==> config.mk <==
export PLATFORM = sky130hd
export DESIGN_NAME = alu_arbiter
export DESIGN_NICKNAME = d
export VERILOG_FILES = /design/src/rtl/alu_pkg.sv /design/src/rtl/alu_arbiter_chk.sv /design/src/rtl/alu_arbiter_rr.sv /design/src/rtl/alu_arbiter.sv
export SDC_FILE = /design/constraint.sdc
export NUM_CORES = 1
export LEC_CHECK = 0
export ABC_CLOCK_PERIOD_IN_PS = 1900
export BUFFER_PORTS_ARGS = -buffer_cell sky130_fd_sc_hd__buf_2
export CORE_MARGIN = 2
export CORE_UTILIZATION = 25
export CTS_CLUSTER_SIZE = 20
export DETAILED_ROUTE_END_ITERATION = 16
export GPL_ROUTABILITY_DRIVEN = 0
export SYNTH_ARGS = -nofsm -noshare
export SYNTH_HDL_FRONTEND = slang
export SYNTH_SLANG_ARGS = --single-unit
==> constraint.sdc <==
create_clock -name clk -period 1.9 [get_ports clk]
set_clock_uncertainty 0.1 [all_clocks]
set_input_delay 0.285 -clock clk [delete_from_list [all_inputs] [get_ports clk]]
set_output_delay 0.285 -clock clk [all_outputs]
set_load 0.02 [all_outputs]
==> src/rtl/alu_pkg.sv <==
// Shared definitions for the ALU arbiter slice.
// - Opcode encodings understood by the downstream combinational ALU.
// - Datapath width constants used as parameter defaults.
// - Arbiter FSM state type and the round-robin pointer helper.
package alu_pkg;

  localparam int ALU_WIDTH = 8;
  localparam int ALU_OP_W  = 3;

  localparam logic [2:0] OP_XOR = 3'b000;
  localparam logic [2:0] OP_BEQ = 3'b001;
  localparam logic [2:0] OP_ADD = 3'b010;
  localparam logic [2:0] OP_AND = 3'b011;
  localparam logic [2:0] OP_RSL = 3'b100;

  typedef enum logic [1:0] {
    IDLE = 2'b00,
    EXEC = 2'b01,
    RESP = 2'b10
  } arb_state_t;

  // Index of the requester after idx, wrapping at n.
  function automatic int rr_next(input int idx, input int n);
    int nxt;
    if (idx + 1 >= n) begin
      nxt = 0;
    end else begin
      nxt = idx + 1;
    end
    return nxt;
  endfunction

endpackage

==> src/rtl/alu_arbiter_chk.sv <==
// Protocol checker for alu_arbiter handshake outputs.
// Ports: clk, reset_n, and the request/response valid/ready vectors observed.
module alu_arbiter_chk #(
  parameter int N_REQ = 2
) (
  input logic             clk,
  input logic             reset_n,
  input logic [N_REQ-1:0] req_valid,
  input logic [N_REQ-1:0] req_ready,
  input logic [N_REQ-1:0] rsp_valid
);

  a_req_ready_onehot0 : assert property (@(posedge clk) disable iff (!reset_n)
    $onehot0(req_ready));

  a_rsp_valid_onehot0 : assert property (@(posedge clk) disable iff (!reset_n)
    $onehot0(rsp_valid));

  a_ready_needs_valid : assert property (@(posedge clk) disable iff (!reset_n)
    ((req_ready & ~req_valid) == '0));

  // A grant is only offered when no response is outstanding.
  a_no_accept_during_rsp : assert property (@(posedge clk) disable iff (!reset_n)
    (req_ready != '0) |-> (rsp_valid == '0));

endmodule

==> src/rtl/alu_arbiter_rr.sv <==
// Round-robin priority picker (purely combinational).
// Ports:
//   req_i   [N_REQ-1:0]  request vector
//   ptr_i   [IDX_W-1:0]  highest-priority index this cycle
//   grant_o [N_REQ-1:0]  one-hot grant (all zero when nothing requests)
//   idx_o   [IDX_W-1:0]  index of the granted requester
//   found_o              at least one request present
module rr_arbiter #(
  parameter int N_REQ = 2,
  parameter int IDX_W = 1
) (
  input  logic [N_REQ-1:0] req_i,
  input  logic [IDX_W-1:0] ptr_i,
  output logic [N_REQ-1:0] grant_o,
  output logic [IDX_W-1:0] idx_o,
  output logic             found_o
);

  // Scan from the pointer upward with wrap; the first requester seen wins.
  // The inner loop keeps every bit select constant.
  always_comb begin
    int cand;
    grant_o = '0;
    idx_o   = '0;
    found_o = 1'b0;
    cand    = 0;
    for (int off = 0; off < N_REQ; off++) begin
      if (int'(ptr_i) + off >= N_REQ) begin
        cand = int'(ptr_i) + off - N_REQ;
      end else begin
        cand = int'(ptr_i) + off;
      end
      for (int i = 0; i < N_REQ; i++) begin
        if (!found_o && (i == cand) && req_i[i]) begin
          found_o    = 1'b1;
          grant_o[i] = 1'b1;
          idx_o      = IDX_W'(i);
        end else begin
          found_o = found_o;
        end
      end
    end
  end

endmodule

==> src/rtl/alu_arbiter.sv <==
// Shares one combinational ALU between N_REQ requesters, one op in flight.
// Ports:
//   clk, reset_n            clock, synchronous active-low reset
//   req_valid/req_ready     per-requester request handshake
//   req_op/req_a/req_b      packed per-requester opcode and operands
//   rsp_valid/rsp_ready     per-requester response handshake
//   rsp_result/rsp_zero     registered ALU result and zero flag (shared)
//   alu_instruction/alu_input1/alu_input2   driven to the ALU from latched regs
//   alu_result/alu_zero     sampled from the ALU at the end of EXEC
// Flow: IDLE (round-robin grant) -> EXEC (one cycle, capture result) ->
// RESP (registered rsp_valid, held until the granted requester takes it).
module alu_arbiter
  import alu_pkg::*;
#(
  parameter int N_REQ = 2,
  parameter int WIDTH = ALU_WIDTH,
  parameter int OP_W  = ALU_OP_W
) (
  input  logic                    clk,
  input  logic                    reset_n,
  input  logic [N_REQ-1:0]        req_valid,
  output logic [N_REQ-1:0]        req_ready,
  input  logic [N_REQ*OP_W-1:0]   req_op,
  input  logic [N_REQ*WIDTH-1:0]  req_a,
  input  logic [N_REQ*WIDTH-1:0]  req_b,
  output logic [N_REQ-1:0]        rsp_valid,
  input  logic [N_REQ-1:0]        rsp_ready,
  output logic [WIDTH-1:0]        rsp_result,
  output logic                    rsp_zero,
  output logic [OP_W-1:0]         alu_instruction,
  output logic [WIDTH-1:0]        alu_input1,
  output logic [WIDTH-1:0]        alu_input2,
  input  logic [WIDTH-1:0]        alu_result,
  input  logic                    alu_zero
);

  localparam int IDX_W = (N_REQ > 1) ? $clog2(N_REQ) : 1;

  arb_state_t       state_q, state_d;
  logic [IDX_W-1:0] ptr_q, ptr_d;
  logic [IDX_W-1:0] gnt_q, gnt_d;
  logic [OP_W-1:0]  op_q, op_d;
  logic [WIDTH-1:0] a_q, a_d;
  logic [WIDTH-1:0] b_q, b_d;
  logic [WIDTH-1:0] result_q, result_d;
  logic             zero_q, zero_d;
  logic [N_REQ-1:0] rsp_valid_q, rsp_valid_d;

  logic [N_REQ-1:0] arb_grant_s;
  logic [IDX_W-1:0] arb_idx_s;
  logic             arb_found_s;
  logic [N_REQ-1:0] req_ready_s;
  logic [N_REQ-1:0] gnt_onehot_s;
  logic             req_fire_s;
  logic             rsp_fire_s;
  logic [OP_W-1:0]  op_sel_s;
  logic [WIDTH-1:0] a_sel_s;
  logic [WIDTH-1:0] b_sel_s;

  rr_arbiter #(
    .N_REQ (N_REQ),
    .IDX_W (IDX_W)
  ) u_rr (
    .req_i   (req_valid),
    .ptr_i   (ptr_q),
    .grant_o (arb_grant_s),
    .idx_o   (arb_idx_s),
    .found_o (arb_found_s)
  );

  // Grant is offered only in IDLE and never while reset is asserted.
  always_comb begin
    req_ready_s = '0;
    if ((state_q == IDLE) && reset_n && arb_found_s) begin
      req_ready_s = arb_grant_s;
    end else begin
      req_ready_s = '0;
    end
  end

  // Handshake qualifiers; rsp_valid_q is one-hot at the grant, so
  // rsp_ready bits of other requesters drop out of the AND.
  always_comb begin
    req_fire_s = |(req_valid & req_ready_s);
    rsp_fire_s = |(rsp_valid_q & rsp_ready);
  end

  // One-hot form of the latched grant index.
  always_comb begin
    gnt_onehot_s = '0;
    for (int i = 0; i < N_REQ; i++) begin
      if (int'(gnt_q) == i) begin
        gnt_onehot_s[i] = 1'b1;
      end else begin
        gnt_onehot_s[i] = 1'b0;
      end
    end
  end

  // Pick the granted requester's opcode and operands out of the packed buses.
  always_comb begin
    op_sel_s = '0;
    a_sel_s  = '0;
    b_sel_s  = '0;
    for (int i = 0; i < N_REQ; i++) begin
      if (int'(arb_idx_s) == i) begin
        op_sel_s = req_op[i*OP_W +: OP_W];
        a_sel_s  = req_a[i*WIDTH +: WIDTH];
        b_sel_s  = req_b[i*WIDTH +: WIDTH];
      end else begin
        op_sel_s = op_sel_s;
        a_sel_s  = a_sel_s;
        b_sel_s  = b_sel_s;
      end
    end
  end

  // FSM next-state and datapath register updates.
  always_comb begin
    state_d     = state_q;
    ptr_d       = ptr_q;
    gnt_d       = gnt_q;
    op_d        = op_q;
    a_d         = a_q;
    b_d         = b_q;
    result_d    = result_q;
    zero_d      = zero_q;
    rsp_valid_d = '0;
    case (state_q)
      IDLE: begin
        if (req_fire_s) begin
          state_d = EXEC;
          gnt_d   = arb_idx_s;
          op_d    = op_sel_s;
          a_d     = a_sel_s;
          b_d     = b_sel_s;
          ptr_d   = IDX_W'(rr_next(int'(arb_idx_s), N_REQ));
        end else begin
          state_d = IDLE;
        end
      end
      EXEC: begin
        // ALU inputs have been stable from the latched regs all cycle.
        result_d = alu_result;
        zero_d   = alu_zero;
        state_d  = RESP;
      end
      RESP: begin
        // rsp_valid is registered, so it rises one cycle into RESP; the
        // handshake can only complete once it is visible.
        if (rsp_fire_s) begin
          state_d     = IDLE;
          rsp_valid_d = '0;
        end else begin
          state_d     = RESP;
          rsp_valid_d = gnt_onehot_s;
        end
      end
      default: begin
        state_d     = IDLE;
        rsp_valid_d = '0;
      end
    endcase
  end

  // State registers with synchronous active-low reset.
  always_ff @(posedge clk) begin
    if (!reset_n) begin
      state_q     <= IDLE;
      ptr_q       <= '0;
      gnt_q       <= '0;
      op_q        <= '0;
      a_q         <= '0;
      b_q         <= '0;
      result_q    <= '0;
      zero_q      <= 1'b0;
      rsp_valid_q <= '0;
    end else begin
      state_q     <= state_d;
      ptr_q       <= ptr_d;
      gnt_q       <= gnt_d;
      op_q        <= op_d;
      a_q         <= a_d;
      b_q         <= b_d;
      result_q    <= result_d;
      zero_q      <= zero_d;
      rsp_valid_q <= rsp_valid_d;
    end
  end

  assign req_ready       = req_ready_s;
  assign rsp_valid       = rsp_valid_q;
  assign rsp_result      = result_q;
  assign rsp_zero        = zero_q;
  assign alu_instruction = op_q;
  assign alu_input1      = a_q;
  assign alu_input2      = b_q;

  alu_arbiter_chk #(
    .N_REQ (N_REQ)
  ) u_chk (
    .clk       (clk),
    .reset_n   (reset_n),
    .req_valid (req_valid),
    .req_ready (req_ready_s),
    .rsp_valid (rsp_valid_q)
  );

endmodule

==> reports/summary.txt, run 1 <==
Pwr per Cell Area -> 885 nW/um2
Total GRT Usage -> 12.5%
Final Cycle Share -> 96.7%
Commonest cells in the netlist -> nand2_1 (40), dfxtp_1 (34), a221o_1 (19), nor3_1 (19), a21boi_0 (10)
Yosys top cell area share -> 48.3%
Clk_lat worst skew -> 0.28 ns
Clock transition at the registers of the reported paths -> 0.07 ns
Top cells by area, synth -> dfxtp_1 (48%), a221o_1 (13%), nand2_1 (11%), nor3_1 (6.7%), a21boi_0 (5.3%)
Synth Instances -> 156
Filler cells -> 619
Setup bufs post-CTS -> 0
Initial Utilization -> 25.7%
Final Max Tran Viols -> 0
Die area -> 6250 um2
Sequential fraction of the synthesis area -> 48.3%
CTS Buf Count -> 5
EDFF count, synth -> 0
Worst setup EP type -> output pin
Inst Count DP -> 307
Share of cells above drive strength 1 -> 43.2%
CTS tree -> done
Hold Path Class -> primary input to flip-flop
Maximum clock path buffer count -> 2
Crit path DAT -> 1.45 ns
ANT nets after route -> 0
Max-cap viol count -> 0
Final Critical Period -> 1.84 ns
Worst-Margin Slew -> 0.780 ns
Buffers on Ports -> 84
Normalized max-slew margin -> 48.0%
Antenna diodes -> 0
Rows -> 27
Yosys cell types -> 22
Final nets -> 295
I/O Pins -> 85
Syn avg cell area -> 9.03 um2
Outcome -> finished, final reports clean
FF+latch area -> 683 um2
Worst setup slack after placement -> 0.203 ns
DR iter-0 viols -> 75
Die Y -> 79.1 um
Crit path required time -> 1.51 ns
Drt pass-1 iters -> 6
Initial antenna violation count -> 0
Vias in the first global route -> 1292
Fin util -> 36.6%
Peak VDD IR -> 350 uV
Clk Tree Root Cell -> clkbuf_8
Htree depth -> 2
Syn nets -> 209
Most common cell in the netlist -> nand2_1
Clk sinks -> 34
Warnings, synthesis -> 0
PnR worst setup slack -> 0.0627 ns
RSZ-0062 raised after global routing -> no
WL/cell -> 12.0 um
Dominant synthesized flop cell -> dfxtp_1
First-pass GRT wire length -> 6.03 mm
Multi-input logic area -> 652 um2
Dominant cell type by area after synthesis -> dfxtp_1
Final Setup Violations -> 0
Fin Setup TNS -> 0 ns
Pin count of the biggest net entering global routing -> 20
Startpoint type of the worst setup path -> flip-flop
CP Max Fanout -> 7
Final Non-Filler Cells -> 315
Critical path type -> flip-flop to output pin
Routed via count -> 1439
Final Hold Fails -> 0
HPWL after DPL -> 2.79 mm
Post-route DRC -> 0
Max Fclk -> 544 MHz
Seq cells post-synth -> 34
Post-Syn Area -> 1410 um2
Lkg Pwr -> 0.953 nW
Area growth from synthesis to layout -> 42.2%
Die Wd -> 79.1 um
Final wirelength -> 3.79 mm
GR Overflow Total -> 0
Asr flop ratio synth -> 0%
Via/cell ratio -> 4.57
Core Area -> 5470 um2
-- power by group --
part           leakage, nW  total, mW  switching [mW]  internal [mW]
sequential           0.280      0.823          0.0394          0.783
clock               0.0482      0.546           0.253          0.292
combinational        0.625      0.404           0.232          0.173
total                0.953       1.77           0.525           1.25
-- final cells by class --
cell class	count	area share, %
timing repair buffer	92	24.1
clock buffer	7	4.31
sequential	34	34.1
multi-input combinational	108	32.5
clock inverter	1	0.250
inverter	1	0.187
tap	72	4.50
-- logic make-up (layout without fill, tap and decap cells) --
logic type,after synthesis,after routing,share of synthesized area (%)
buf+inv,14,101,5.77
simple gates,74,74,24.7
flops,34,34,48.3
compound gates,34,34,21.2
-- worst paths after layout --
kind / startpoint / end / slack (ns) / cells past startpoint
setup / recovery: state_q[1] / req_ready[1] / 0.06 / 3
hold / removal: req_a[5] / alu_input1[5] / 0.12 / 2
setup reg to reg: state_q[1] / alu_input2[7] / 0.38 / 4
hold reg to reg: gnt_q / rsp_valid[0] / 0.32 / 1
-- registers in the layout (all words and copies together), names as in the netlist --
register and count:
alu_input1 8, alu_input2 8, rsp_result 8, alu_instruction 3
rsp_valid 2, state_q 2, gnt_q 1, ptr_q 1
rsp_zero 1
-- worst max-delay path, cell delays in order (launching register included) --
cell	delay, ns
dfxtp_2	0.35
or3b_4	0.42
nor3b_4	0.22
buf_4	0.18
-- cell usage in the layout (no fill, tap or decap), types with 2 or more instances in the layout --
| cell type | count |
|---|---|
| buf_2 | 83 |
| a21boi_0 | 10 |
| buf_4 | 9 |
| nor3_1 | 19 |
| nor2b_1 | 2 |
| a221o_1 | 19 |
| clkbuf_8 | 6 |
| nor2_1 | 5 |
| nand2_1 | 40 |
| dfxtp_1 | 32 |
| dfxtp_2 | 2 |
| a21oi_1 | 2 |
-- metal layers --
| layer | routed length [um] | track usage [%] | up-vias |
|---|---|---|---|
| li1 | - | - | 730 |
| met1 | 1790 | 17.2 | 641 |
| met2 | 1600 | 17.7 | 64 |
| met3 | 350 | 4.55 | 4 |
| met4 | 46 | 4.66 | 0 |
| met5 | 0 | 0 | - |
-- through the flow --
stage / hold WS (ns) / power [mW] / instance area (um2)
2_1_floorplan: 0.292 / 1.09 / 1410
5_1_grt: 0.111 / 1.88 / 2000
4_1_cts: 0.118 / 1.80 / 2000
6_report: 0.123 / 1.77 / 2000
3_3_place_gp: 0.312 / 1.24 / 1900
3_5_place_dp: 0.314 / 1.24 / 1900
-- repair_timing --
action	in CTS	in global routing
gates cloned	0	0
setup endpoints to repair	1	2
hold endpoints to repair	0	0
hold buffers	0	0
resized for setup	1	4
(Power assumes the default switching activity.)
==> run 2, diff against run 1 <==
--- a/config.mk
+++ b/config.mk
@@ -6,11 +6,11 @@
 export NUM_CORES = 1
 export LEC_CHECK = 0
 export ABC_CLOCK_PERIOD_IN_PS = 1900
-export BUFFER_PORTS_ARGS = -buffer_cell sky130_fd_sc_hd__buf_2
 export CORE_MARGIN = 2
 export CORE_UTILIZATION = 25
 export CTS_CLUSTER_SIZE = 20
 export DETAILED_ROUTE_END_ITERATION = 16
+export DONT_BUFFER_PORTS = 1
 export GPL_ROUTABILITY_DRIVEN = 0
 export SYNTH_ARGS = -nofsm -noshare
 export SYNTH_HDL_FRONTEND = slang
==> run 2 against run 1 <==
Worst setup slack gained 0.042 ns; first-iteration DRC count down 40%; largest cell class unchanged; non-clock buffer count is 87 lower; critical endpoint is now req_ready[0]; highest routed layer unchanged; critical path depth rose by 1; utilization is 8.1 points lower.
==> reports/summary.txt, run 2 (synthesized netlist as in run 1, its figures left out) <==
Clk sinks -> 34 (unchanged)
Buffers on Ports -> 0 (-100%)
Initial Utilization -> 25.7% (unchanged)
Post-Place Cell Area -> 1450 um2 (-24%)
Worst R2R Path Depth -> 2 (-2)
Die area -> 6250 um2 (unchanged)
Crit path DAT -> 1.41 ns (-0.04 ns)
Vias in the first global route -> 1139 (-12%)
Crit path required time -> 1.51 ns (about the same)
GR Overflow Total -> 0 (unchanged)
HPWL after DPL -> 2.51 mm (-10%)
Clock transition at the registers of the reported paths -> 0.06 ns (about the same)
Pwr per Cell Area -> 1040 nW/um2 (+17%)
Hold buffers post-CTS -> 0 (unchanged)
Die Wd -> 79.1 um (unchanged)
Initial antenna violation count -> 0 (unchanged)
Rows -> 27 (unchanged)
Normalized max-slew margin -> 47.9% (about the same)
WL/cell -> 16.4 um (+36%)
Worst-Margin Slew -> 0.781 ns (+0.000581 ns)
Final Hold Fails -> 0 (unchanged)
Post-route DRC -> 0 (unchanged)
Maximum clock path buffer count -> 2 (unchanged)
Peak VDD IR -> 344 uV (-1.6%)
Hold_sp -> reset_n
Max-cap viol count -> 0 (unchanged)
Total Power Consumption -> 1.62 mW (-8.8%)
I/O Pins -> 85 (unchanged)
Most frequent cells in the layout -> nand2_1 (40), dfxtp_1 (33), nor3_1 (19), a221o_1 (19), a21boi_0 (10)
GR Layer Usage met1 -> 13.7% (-3.5 points)
First-pass GRT wire length -> 5.75 mm (-4.7%)
Commonest non-fill, non-tap cell in the layout -> nand2_1
Final nets -> 209 (-29%)
Total GRT Usage -> 12.1% (-0.39 points)
Drt pass-1 iters -> 4 (-2)
Clk Tree Root Cell -> clkbuf_8
RSZ-0062 raised after global routing -> no
Worst setup path start -> state_q[1]
CP Max Fanout -> 20 (+13)
Routed via count -> 1168 (-19%)
Via/cell ratio -> 5.12 (+12%)
Final Critical Period -> 1.80 ns (-0.0417 ns)
Worst R2R Start -> state_q[1]
Final Max Tran Viols -> 0 (unchanged)
Antenna diodes -> 0 (unchanged)
Startpoint type of the worst setup path -> flip-flop
Fin util -> 28.5% (-8.1 points)
Htree depth -> 2 (unchanged)
Final Setup Violations -> 0 (unchanged)
DR iter-0 viols -> 45 (-40%)
Clk_lat worst skew -> 0.28 ns (about the same)
Final wirelength -> 3.74 mm (-1.5%)
Fin Setup TNS -> 0 ns (unchanged)
Outcome -> finished, final reports clean
Critical path type -> flip-flop to output pin
Max Fclk -> 557 MHz (+2.3%)
Hold path depth -> 1 (-1)
Lkg Pwr -> 0.568 nW (-40%)
Worst stage delay on the critical path -> 0.38 ns (-0.04 ns)
Critical Path, Cell by Cell -> nor2_2, and4_1, buf_8, buf_4
Worst Hold Endpoint -> gnt_q
Share of cells above drive strength 1 -> 11.5% (-32 points)
Die Y -> 79.1 um (unchanged)
R2r setup slk -> 0.30 ns (-0.08 ns)
ANT nets after route -> 0 (unchanged)
Post-layout instance area -> 1560 um2 (-22%)
Hold Path Class -> primary input to flip-flop
Final Cycle Share -> 94.5% (-2.2 points)
Pin count of the biggest net entering global routing -> 23 (+15%)
Met2 usage -> 18.6% (+0.85 points)
GRT busiest layer -> met2
Slowest CP cell -> dfxtp_1
Worst setup EP type -> output pin
GRT met3 Usage -> 6.93% (+2.4 points)
FF-to-FF End -> alu_input2[5]
Area growth from synthesis to layout -> 10.7%
CTS Buf Count -> 5 (unchanged)
Core Area -> 5470 um2 (unchanged)
CTS tree -> done
## run 2: worst max-delay path by stage
stage	endpoint	slack, ns	cells after the start
after floorplan	req_ready[1]	0.35	3
after global placement	req_ready[1]	0.30	2
after detailed placement	req_ready[1]	0.27	2
after CTS	req_ready[0]	0.02	4
after global routing	req_ready[0]	0.002	4
final	req_ready[0]	0.10	4
## run 2: through the flow
step | instances | setup slack [ns] | hold slack (ns)
after floorplan | 156 | 0.346 | 0.292
after global routing | 228 | 0.00187 | 0.0157
after CTS | 228 | 0.0236 | 0.0151
after detailed placement | 219 | 0.273 | 0.308
final | 228 | 0.104 | 0.0316
after global placement | 219 | 0.295 | 0.310
## run 2: cell type report
type | instances | area (um2)
clock inverters | 2 | 10.0
repair buffers | 5 | 45.0
fillers | 612 | 3910
flip-flops and latches | 34 | 682
well taps | 72 | 90.1
multi-input cells | 109 | 661
clock buffers | 5 | 68.8
inverters | 1 | 3.75
## run 2: where the power goes
group          switching (mW)  internal (mW)
sequential              0.127          0.783
combinational           0.112         0.0930
clock                   0.256          0.246
## run 2: worst max-delay path, delay by kind of cell, from the launching register on
kind	cells	cell delay, ns
simple gates	2	0.40
flops	1	0.38
buf+inv	2	0.34
## run 2: timing repair
item,in CTS,in global routing
hold endpoints to repair,0,0
pin swaps,2,2
setup endpoints to repair,1,2
resized for setup,1,3
setup buffers,1,0
gates cloned,1,0
## run 2: metal layers
| layer | up-vias | part of all wire [%] | routed length, um |
|---|---|---|---|
| li1 | 557 | - | - |
| met1 | 543 | 44 | 1640 |
| met2 | 59 | 44 | 1640 |
| met3 | 9 | 10 | 379 |
| met4 | 0 | 2.1 | 79 |
| met5 | - | 0 | 0 |
